## src/rtl/bit_serializer_if.sv

```systemverilog
// Word/serial-stream bundle for bit_serializer.
// master: upstream word source and downstream bit sink (testbench side).
// slave : the serializer itself.
`timescale 1ns/1ps
interface bit_serializer_if #(
    parameter int WIDTH = 8
);
    logic [WIDTH-1:0] data_sig;
    logic             valid_sig;
    logic             ready_sig;
    logic             bit_sig;
    logic             bit_valid_sig;
    logic             busy_sig;

    modport master (
        output data_sig,
        output valid_sig,
        input  ready_sig,
        input  bit_sig,
        input  bit_valid_sig,
        input  busy_sig
    );

    modport slave (
        input  data_sig,
        input  valid_sig,
        output ready_sig,
        output bit_sig,
        output bit_valid_sig,
        output busy_sig
    );
endinterface

```

## src/rtl/bit_serializer.sv

```systemverilog
// bit_serializer: parallel-to-serial stage for the BPSK transmit path.
// Accepts WIDTH-bit words over valid/ready and shifts them out MSB-first,
// one bit per rising edge of div_sig (the divider output).
// Optional even-parity bit per word: define BIT_SERIALIZER_PARITY_EN.
`timescale 1ns/1ps
module bit_serializer #(
    parameter int WIDTH = 8
) (
    input  logic              clk_sig,
    input  logic              reset_sig,
    input  logic              div_sig,
    bit_serializer_if.slave   bus
);
    localparam int CNT_W = $clog2(WIDTH + 1);
    localparam logic [CNT_W-1:0] LAST_CNT = CNT_W'(WIDTH - 1);

`ifdef BIT_SERIALIZER_PARITY_EN
    typedef enum logic [1:0] {IDLE, SHIFT, PARITY} state_t;
`else
    typedef enum logic [1:0] {IDLE, SHIFT} state_t;
`endif

    state_t           state;
    logic             div_q;
    logic             tick;
    logic [WIDTH-1:0] shift_reg;
    logic [CNT_W-1:0] bit_cnt;
    logic             bit_out;
    logic             bit_valid_out;
`ifdef BIT_SERIALIZER_PARITY_EN
    logic             par;
`endif

    // Rising edge of the divider output is the bit-rate tick.
    assign tick = div_sig & ~div_q;

    // Delay div_sig by one clock for edge detection.
    always_ff @(posedge clk_sig or negedge reset_sig) begin
        if (!reset_sig) begin
            div_q <= 1'b0;
        end else begin
            div_q <= div_sig;
        end
    end

    // Serializer FSM with registered serial outputs.
    always_ff @(posedge clk_sig or negedge reset_sig) begin
        if (!reset_sig) begin
            state         <= IDLE;
            shift_reg     <= '0;
            bit_cnt       <= '0;
            bit_out       <= 1'b0;
            bit_valid_out <= 1'b0;
`ifdef BIT_SERIALIZER_PARITY_EN
            par           <= 1'b0;
`endif
        end else begin
            case (state)
                IDLE: begin
                    // A tick in IDLE idles the line, even when a word is
                    // accepted in the same cycle; its MSB goes on the next tick.
                    if (tick) begin
                        bit_out       <= 1'b0;
                        bit_valid_out <= 1'b0;
                    end
                    if (bus.valid_sig) begin
                        shift_reg <= bus.data_sig;
                        bit_cnt   <= '0;
`ifdef BIT_SERIALIZER_PARITY_EN
                        par       <= ^bus.data_sig;
`endif
                        state     <= SHIFT;
                    end
                end
                SHIFT: begin
                    if (tick) begin
                        bit_out       <= shift_reg[WIDTH-1];
                        bit_valid_out <= 1'b1;
                        shift_reg     <= shift_reg << 1;
                        bit_cnt       <= bit_cnt + CNT_W'(1);
                        if (bit_cnt == LAST_CNT) begin
`ifdef BIT_SERIALIZER_PARITY_EN
                            state <= PARITY;
`else
                            state <= IDLE;
`endif
                        end
                    end
                end
`ifdef BIT_SERIALIZER_PARITY_EN
                PARITY: begin
                    if (tick) begin
                        bit_out       <= par;
                        bit_valid_out <= 1'b1;
                        state         <= IDLE;
                    end
                end
`endif
                default: begin
                    state <= IDLE;
                end
            endcase
        end
    end

    // Handshake status decoded straight from the state register.
    assign bus.ready_sig     = (state == IDLE);
    assign bus.busy_sig      = (state != IDLE);
    assign bus.bit_sig       = bit_out;
    assign bus.bit_valid_sig = bit_valid_out;

endmodule

```

## src/flat_wrapper.sv

```systemverilog
// flat-port wrapper written by rule: the top's interface ports become plain ports
module bit_serializer_flat 
#(
    parameter int WIDTH = 8
)
  (clk_sig, reset_sig, div_sig, bus_data_sig, bus_valid_sig, bus_ready_sig, bus_bit_sig, bus_bit_valid_sig, bus_busy_sig);
  bit_serializer_if #(.WIDTH(WIDTH)) bus_i ();
  input  logic clk_sig;
  input  logic reset_sig;
  input  logic div_sig;
  input wire logic [$bits(bus_i.data_sig)-1:0] bus_data_sig;
  input wire logic [$bits(bus_i.valid_sig)-1:0] bus_valid_sig;
  output wire logic [$bits(bus_i.ready_sig)-1:0] bus_ready_sig;
  output wire logic [$bits(bus_i.bit_sig)-1:0] bus_bit_sig;
  output wire logic [$bits(bus_i.bit_valid_sig)-1:0] bus_bit_valid_sig;
  output wire logic [$bits(bus_i.busy_sig)-1:0] bus_busy_sig;
  assign bus_i.data_sig = bus_data_sig;
  assign bus_i.valid_sig = bus_valid_sig;
  assign bus_ready_sig = bus_i.ready_sig;
  assign bus_bit_sig = bus_i.bit_sig;
  assign bus_bit_valid_sig = bus_i.bit_valid_sig;
  assign bus_busy_sig = bus_i.busy_sig;
  bit_serializer #(.WIDTH(WIDTH)) u_core (.clk_sig(clk_sig), .reset_sig(reset_sig), .div_sig(div_sig), .bus(bus_i));
endmodule
```

## config.mk

```make
export PLATFORM = sky130hd
export DESIGN_NAME = bit_serializer_flat
export DESIGN_NICKNAME = d
export VERILOG_FILES = /design/src/rtl/bit_serializer_if.sv /design/src/rtl/bit_serializer.sv /design/src/flat_wrapper.sv
export SDC_FILE = /design/constraint.sdc
export NUM_CORES = 1
export LEC_CHECK = 0
export ABC_AREA = 0
export CAP_MARGIN = 40
export CORE_MARGIN = 4
export CORE_UTILIZATION = 52
export DETAILED_ROUTE_END_ITERATION = 12
export PLACE_DENSITY = 0.82
export SKIP_CTS_REPAIR_TIMING = 1
export SLEW_MARGIN = 20
export SYNTH_ARGS = -nofsm -noshare
export SYNTH_HDL_FRONTEND = slang
export SYNTH_SLANG_ARGS = --single-unit
```

## constraint.sdc

```tcl
create_clock -name clk_sig -period 2.2 [get_ports clk_sig]
set_input_delay 0.44 -clock clk_sig [delete_from_list [all_inputs] [get_ports clk_sig]]
set_output_delay 0.44 -clock clk_sig [all_outputs]
set_load 0.02 [all_outputs]
```

## Yosys cells after proc, flatten, opt, wreduce, memory -nomap -nowiden

Index checks and enable logic that the tools add are counted.

| cells by class | value |
|---|---|
| muxes and demuxes | 15 |
| bitwise operators | 2 |
| $add $sub $neg | 1 |
| reductions and logical operators | 6 |
| equal/unequal tests | 6 |

Operator list:

| kind | number |
|---|---|
| two-way mux 8 bit | 2 |
| case mux 8 bit (2 select lines) | 1 |
| AND reduction 3 bit | 3 |
| two-way mux 4 bit | 2 |
| case mux 4 bit (2 select lines) | 1 |
| two-way mux 2 bit | 3 |
| inequality test 2 x 1 -> 1 bit, second input constant | 3 |
| adder 4 x 1 -> 4 bit, second input constant | 1 |
| equality test 4 x 3 -> 1 bit, second input constant | 1 |
| case mux 1 bit (2 select lines) | 2 |
| case mux 2 bit (2 select lines) | 1 |
| nonzero test 2 bit | 2 |
| two-way mux 1 bit | 3 |
| equality test 2 x 1 -> 1 bit, second input constant | 1 |
| logical NOT 2 bit | 1 |
| inequality test 2 bit, second input constant | 1 |
| AND 1 bit | 1 |
| NOT 1 bit | 1 |

| storage, ports and cells | value |
|---|---|
| output and inout bits | 4 |
| word-level logic and storage cells | 36 |
| bits in registers | 17 |

## Logic depth before layout (Yosys ltp)

Gate-level depths: netlist (run 1).

| depth | value |
|---|---|
| depth after elaboration | 4 |
| gate-level depth with buffers | 5 |
| gate-level depth less buffers | 4 |

## Worst setup path after synthesis (run 1)

OpenSTA, ideal clock, no wires.

| path | value |
|---|---|
| kind | reg-to-reg |
| start | register u_core.state[0] |
| end | register u_core.shift_reg[7] |
| setup time | 0.125 ns |
| arrival | 1.306 ns |
| cell stages (with the launch flop) | 5 |
| buffers on the path | 2 |
| data required time | 2.075 ns |
| slack | 0.769 ns |
| cells stage by stage | dfrtp_1 buf_6 buf_6 mux2_2 mux2_4 |

| on the way | value |
|---|---|
| cells in the longest elaborated chain, start to end | 3 |
| elaborated cells on any way between the ends | 7 |

Ends and longest elaborated chain:

| element | RTL line | source |
|---|---|---|
| from (decl) | bit_serializer.sv:23 | `state_t state;` |
| from (signal assigned) | bit_serializer.sv:49 | `state <= IDLE;` |
| from (signal assigned) | bit_serializer.sv:72 | `state <= SHIFT;` |
| from (signal assigned) | bit_serializer.sv:85 | `state <= IDLE;` |
| equality test 2 x 1 -> 1 bit / logical NOT 2 bit (equally long branches) | bit_serializer.sv:58 | `case (state)` |
| inequality test 2 x 1 -> 1 bit (no source line) (tied with other cells) | n/a |  |
| AND reduction 3 bit (no source line) | n/a |  |
| to (signal assigned) | bit_serializer.sv:67 | `shift_reg <= bus.data_sig;` |
| to (signal assigned) | bit_serializer.sv:79 | `shift_reg <= shift_reg << 1;` |
| to (decl) | bit_serializer.sv:26 | `logic [WIDTH-1:0] shift_reg;` |

Several ways; a longest one is shown, not always the timed one.
A chain may end at the register's enable or synchronous reset.

## Final worst setup path (run 1)

| path | value |
|---|---|
| start | register u_core.state[0] |
| end | output bus_ready_sig |

| on the way | value |
|---|---|
| cells in the longest elaborated chain, start to end | 1 |

Ends and longest elaborated chain:

| element | RTL line | source |
|---|---|---|
| logical NOT 2 bit | bit_serializer.sv:107 | `assign bus.ready_sig = (state == IDLE);` |
| to (decl) | flat_wrapper.sv:13 | `output wire logic [$bits(bus_i.ready_sig)-1:0] bus_ready_sig;` |

Every way passes these cells.

==> results.txt, run 1 <==
----------------------------------------------------
[Status]
  Run status ... complete, no violations

[CTS]
  Clock transition at path regs ... 0.10 ns
  Worst-case clock buffer depth ... 2
  Total CTS buffers ... 3
  Clock latency of the later-clocked register in the worst-skew pair ... about 0.29 ns
  Root buf cell ... sky130_fd_sc_hd__clkbuf_4
  H-tree Lvls ... 1
  Clk sink count ... 16
  CTS tree ... done

[Layout]
  Final-stage net count ... 97
  Ant diodes ... 0
  Area occupied by multi-input gates ... ~360 um2
  Area of all placed cells without fillers ... between 900 and 1000 um2
  # fillers ... 110
  Layout cell share with drive strength beyond 1 ... between 20% and 30%
  Non-filler cells in the finished layout ... between 90 and 100
  Post-layout utilization of the core ... ~73%
  Area taken by flip-flops and latches ... 400 um2
  Flip-flop count of the largest register, all copies and words added ... 8
  Area growth from synthesis to layout ... 24.3%

[Power]
  Static Leakage ... 0.470 nW
  Logic gate share of total power ... 21.4%
  Register share of total power ... 51.7%
  Power Internal ... 0.537 mW
  Peak supply drop ... about 360 uV
  Pwr Density ... between 700 and 800 nW/um2
  Final total power ... approximately 0.74 mW
  Switching component of the power ... ~0.2 mW
  Clock network fraction of total power ... 26.9%
  Net switching fraction of the power ... 27.0%

[Timing]
  Worst Clk Skew ... 0.00532 ns
  Worst hold-check slack ... ~0.45 ns
  Fin. Hold Viols ... 0
  Final number of max-transition violations ... 0
  Final setup viols ... 0
  Maximum clock frequency ... 491 MHz
  Tightest slew margin relative to the limit ... a little under three quarters
  Transition time at the pin with the least slew margin ... around 0.43 ns
  Ratio of final minimum period to clock period ... 92.5%
  Setup TNS Final ... 0 ns
  RSZ-0062 raised after global routing ... false
  Final critical-path required period ... roughly 2.0 ns
  Setup ws final ... around 0.16 ns

[Floorplan]
  Floorplan row count ... 13
  Core Box Area ... between 1000 and 1500 um2
  Die Ht ... 47.2 um
  Die X-Extent ... 47.2 um
  Initial core utilization ... 58.3%
  Count of boundary I/O pins ... 16
  Die area ... about 2200 um2

[Synth]
  Share of synthesized flip-flops with an asynchronous set or reset ... 100%
  Net count after synthesis ... 77
  Most area-consuming cells after synthesis ... sky130_fd_sc_hd__dfrtp_1 (50%), sky130_fd_sc_hd__mux2_2 (14%), sky130_fd_sc_hd__mux2_4 (7.5%)
  Total number of yosys warnings ... 0
  Share of Yosys cell area claimed by the top area cell type ... roughly 50%
  Cell with the most instances after synthesis ... sky130_fd_sc_hd__dfrtp_1
  Distinct cells, synth ... 21
  Flop and latch count out of synthesis ... 16
  Synthesized area ... approximately 800 um2
  Number of enable-type register cells in the synthesized netlist ... 0
  Mapped Avg Cell Area ... roughly 12 um2
  Sequential fraction of the synthesis area ... between 50% and 60%
  Library cell with the largest summed area after synthesis ... sky130_fd_sc_hd__dfrtp_1
  Top FF cell, synth ... sky130_fd_sc_hd__dfrtp_1
  Most frequent cells after synthesis ... sky130_fd_sc_hd__dfrtp_1 (16), sky130_fd_sc_hd__mux2_2 (10), sky130_fd_sc_hd__nand2_1 (6), sky130_fd_sc_hd__mux2_4 (4)
  Gate count after technology mapping ... 64

[GRT]
  Antenna violations before repair ... 0
  Total routing resource utilization after global routing ... roughly 15%
  Wire length of the first global-routing pass ... around 2300 um
  Aggregate global routing overflow ... 0
  Pin count of the biggest net entering global routing ... 17
  Number of global-route vias before repair ... 522

[Worst setup path]
  Arrival time of the worst setup path ... ~1.6 ns
  Startpoint of the lowest-slack register-to-register path ... u_core.state[0]$_DFFE_PN0P_
  Endpoint type of the worst setup path ... primary output
  Kind of critical path ... flip-flop to primary output
  Reg-to-reg slack, setup ... approximately 0.56 ns
  Critical Path RT ... ~1.8 ns
  R2r worst-path depth ... 3
  Largest fanout on the critical path ... 8
  Crit start category ... flip-flop
  Critical R2R Capture ... u_core.shift_reg[1]$_DFFE_PN0P_

[Drt]
  DRC ... 0
  DRT antenna net count ... 0
  Drt via density ... 5.48
  Average detailed-routed wire length per instance ... between 10 and 15 um
  Via count of the routed design ... between 500 and 600
  Detailed-routing iteration count for the pre-antenna-repair pass ... 4
  Routed Wire Length ... ~1400 um
  Drt initial violations ... 7

[Placed design]
  Post-DP Area ... around 950 um2
  PortBufs ... 15
  Worst slack at placement ... about 0.26 ns
  Cell count after placement ... between 90 and 100
  Half-perimeter wire length after placement ... around 1000 um
  Gp weighted congestion ... between 0.7 and 0.8

[Flow run]
  Max-cap violation count ... 0

[Worst hold path]
  Min-delay worst type ... primary input to async pin

----------------------------------------------------
-- metal layers --
layer,global-route usage [%],up-vias,share of wire [%]
met3,4.60,3,6.0
met4,6.63,0,1.3
li1,-,267,-
met5,0,-,0
met2,26.0,14,47
met1,17.8,253,46
-- critical path, stage by stage, from the launching register on --
cell                              delay, ns
sky130_fd_sc_hd__dfrtp_1               0.52
sky130_fd_sc_hd__inv_2                 0.17
sky130_fd_sc_hd__clkdlybuf4s50_1       0.62
-- how the worst max path moves through the flow --
stage / startpoint / end / slack, ns
after floorplan: u_core.state[0]$_DFFE_PN0P_ / u_core.shift_reg[7]$_DFFE_PN0P_ / 0.77
after global placement: bus_valid_sig / u_core.shift_reg[1]$_DFFE_PN0P_ / 0.28
after detailed placement: bus_valid_sig / u_core.shift_reg[1]$_DFFE_PN0P_ / 0.26
after CTS: u_core.state[0]$_DFFE_PN0P_ / bus_ready_sig / 0.16
after global routing: u_core.state[0]$_DFFE_PN0P_ / bus_ready_sig / 0.11
final: u_core.state[0]$_DFFE_PN0P_ / bus_ready_sig / 0.16
-- cells in the final DEF, fill, tap and decap left out, drive strengths merged --
| master | netlist | final |
|---|---|---|
| o21ai | 3 | 3 |
| ha | 1 | 1 |
| dfrtp | 16 | 16 |
| o22ai | 1 | 1 |
| clkdlybuf4s50 | 0 | 15 |
| clkbuf | 0 | 4 |
| buf | 3 | 3 |
| mux2i | 3 | 3 |
| mux2 | 14 | 14 |
| inv | 2 | 2 |
| nand3b | 2 | 2 |
| a21oi | 3 | 3 |
| nand2b | 1 | 1 |
| nor3b | 2 | 2 |
| nand3 | 3 | 3 |
| a31oi | 1 | 1 |
| or4 | 1 | 1 |
| xor2 | 1 | 1 |
| nor2 | 1 | 1 |
| nand2 | 6 | 6 |
-- power groups by stage --
stage	registers (mW)	logic [mW]	clock network (mW)
2_1_floorplan	0.386	0.0929	0
3_3_place_gp	0.383	0.152	0
3_5_place_dp	0.387	0.159	0
4_1_cts	0.381	0.160	0.204
5_1_grt	0.390	0.175	0.217
6_report	0.380	0.157	0.198
-- area by class of cell --
cell class / instances / area share (%)
well taps: 15 / 1.89
inverters: 2 / 0.758
multi-input cells: 43 / 35.9
flip-flops and latches: 16 / 40.4
clock buffers: 4 / 3.66
repair buffers: 18 / 17.4
-- kinds of logic after synthesis --
family	Yosys count	share of synthesized area (%)
AO/OA/AOI/OAI	8	5.81
adder cells (fa/ha/maj)	1	1.57
XOR/XNOR	1	1.10
AND/OR/NAND/NOR	16	10.7
flip-flops	16	50.2
multiplexers	17	25.4
buffers and inverters	5	5.18
Power figures use the tool's default switching activity.
==> run 2: changes to the inputs <==
--- a/config.mk
+++ b/config.mk
@@ -9,6 +9,7 @@
 export CAP_MARGIN = 40
 export CORE_MARGIN = 4
 export CORE_UTILIZATION = 52
+export CTS_BUF_LIST = sky130_fd_sc_hd__clkbuf_4 sky130_fd_sc_hd__clkbuf_8 sky130_fd_sc_hd__clkbuf_16
 export DETAILED_ROUTE_END_ITERATION = 12
 export PLACE_DENSITY = 0.82
 export SKIP_CTS_REPAIR_TIMING = 1
==> results of run 2 <==
No change in the layout: final DEF, timing and power equal those of run 1.
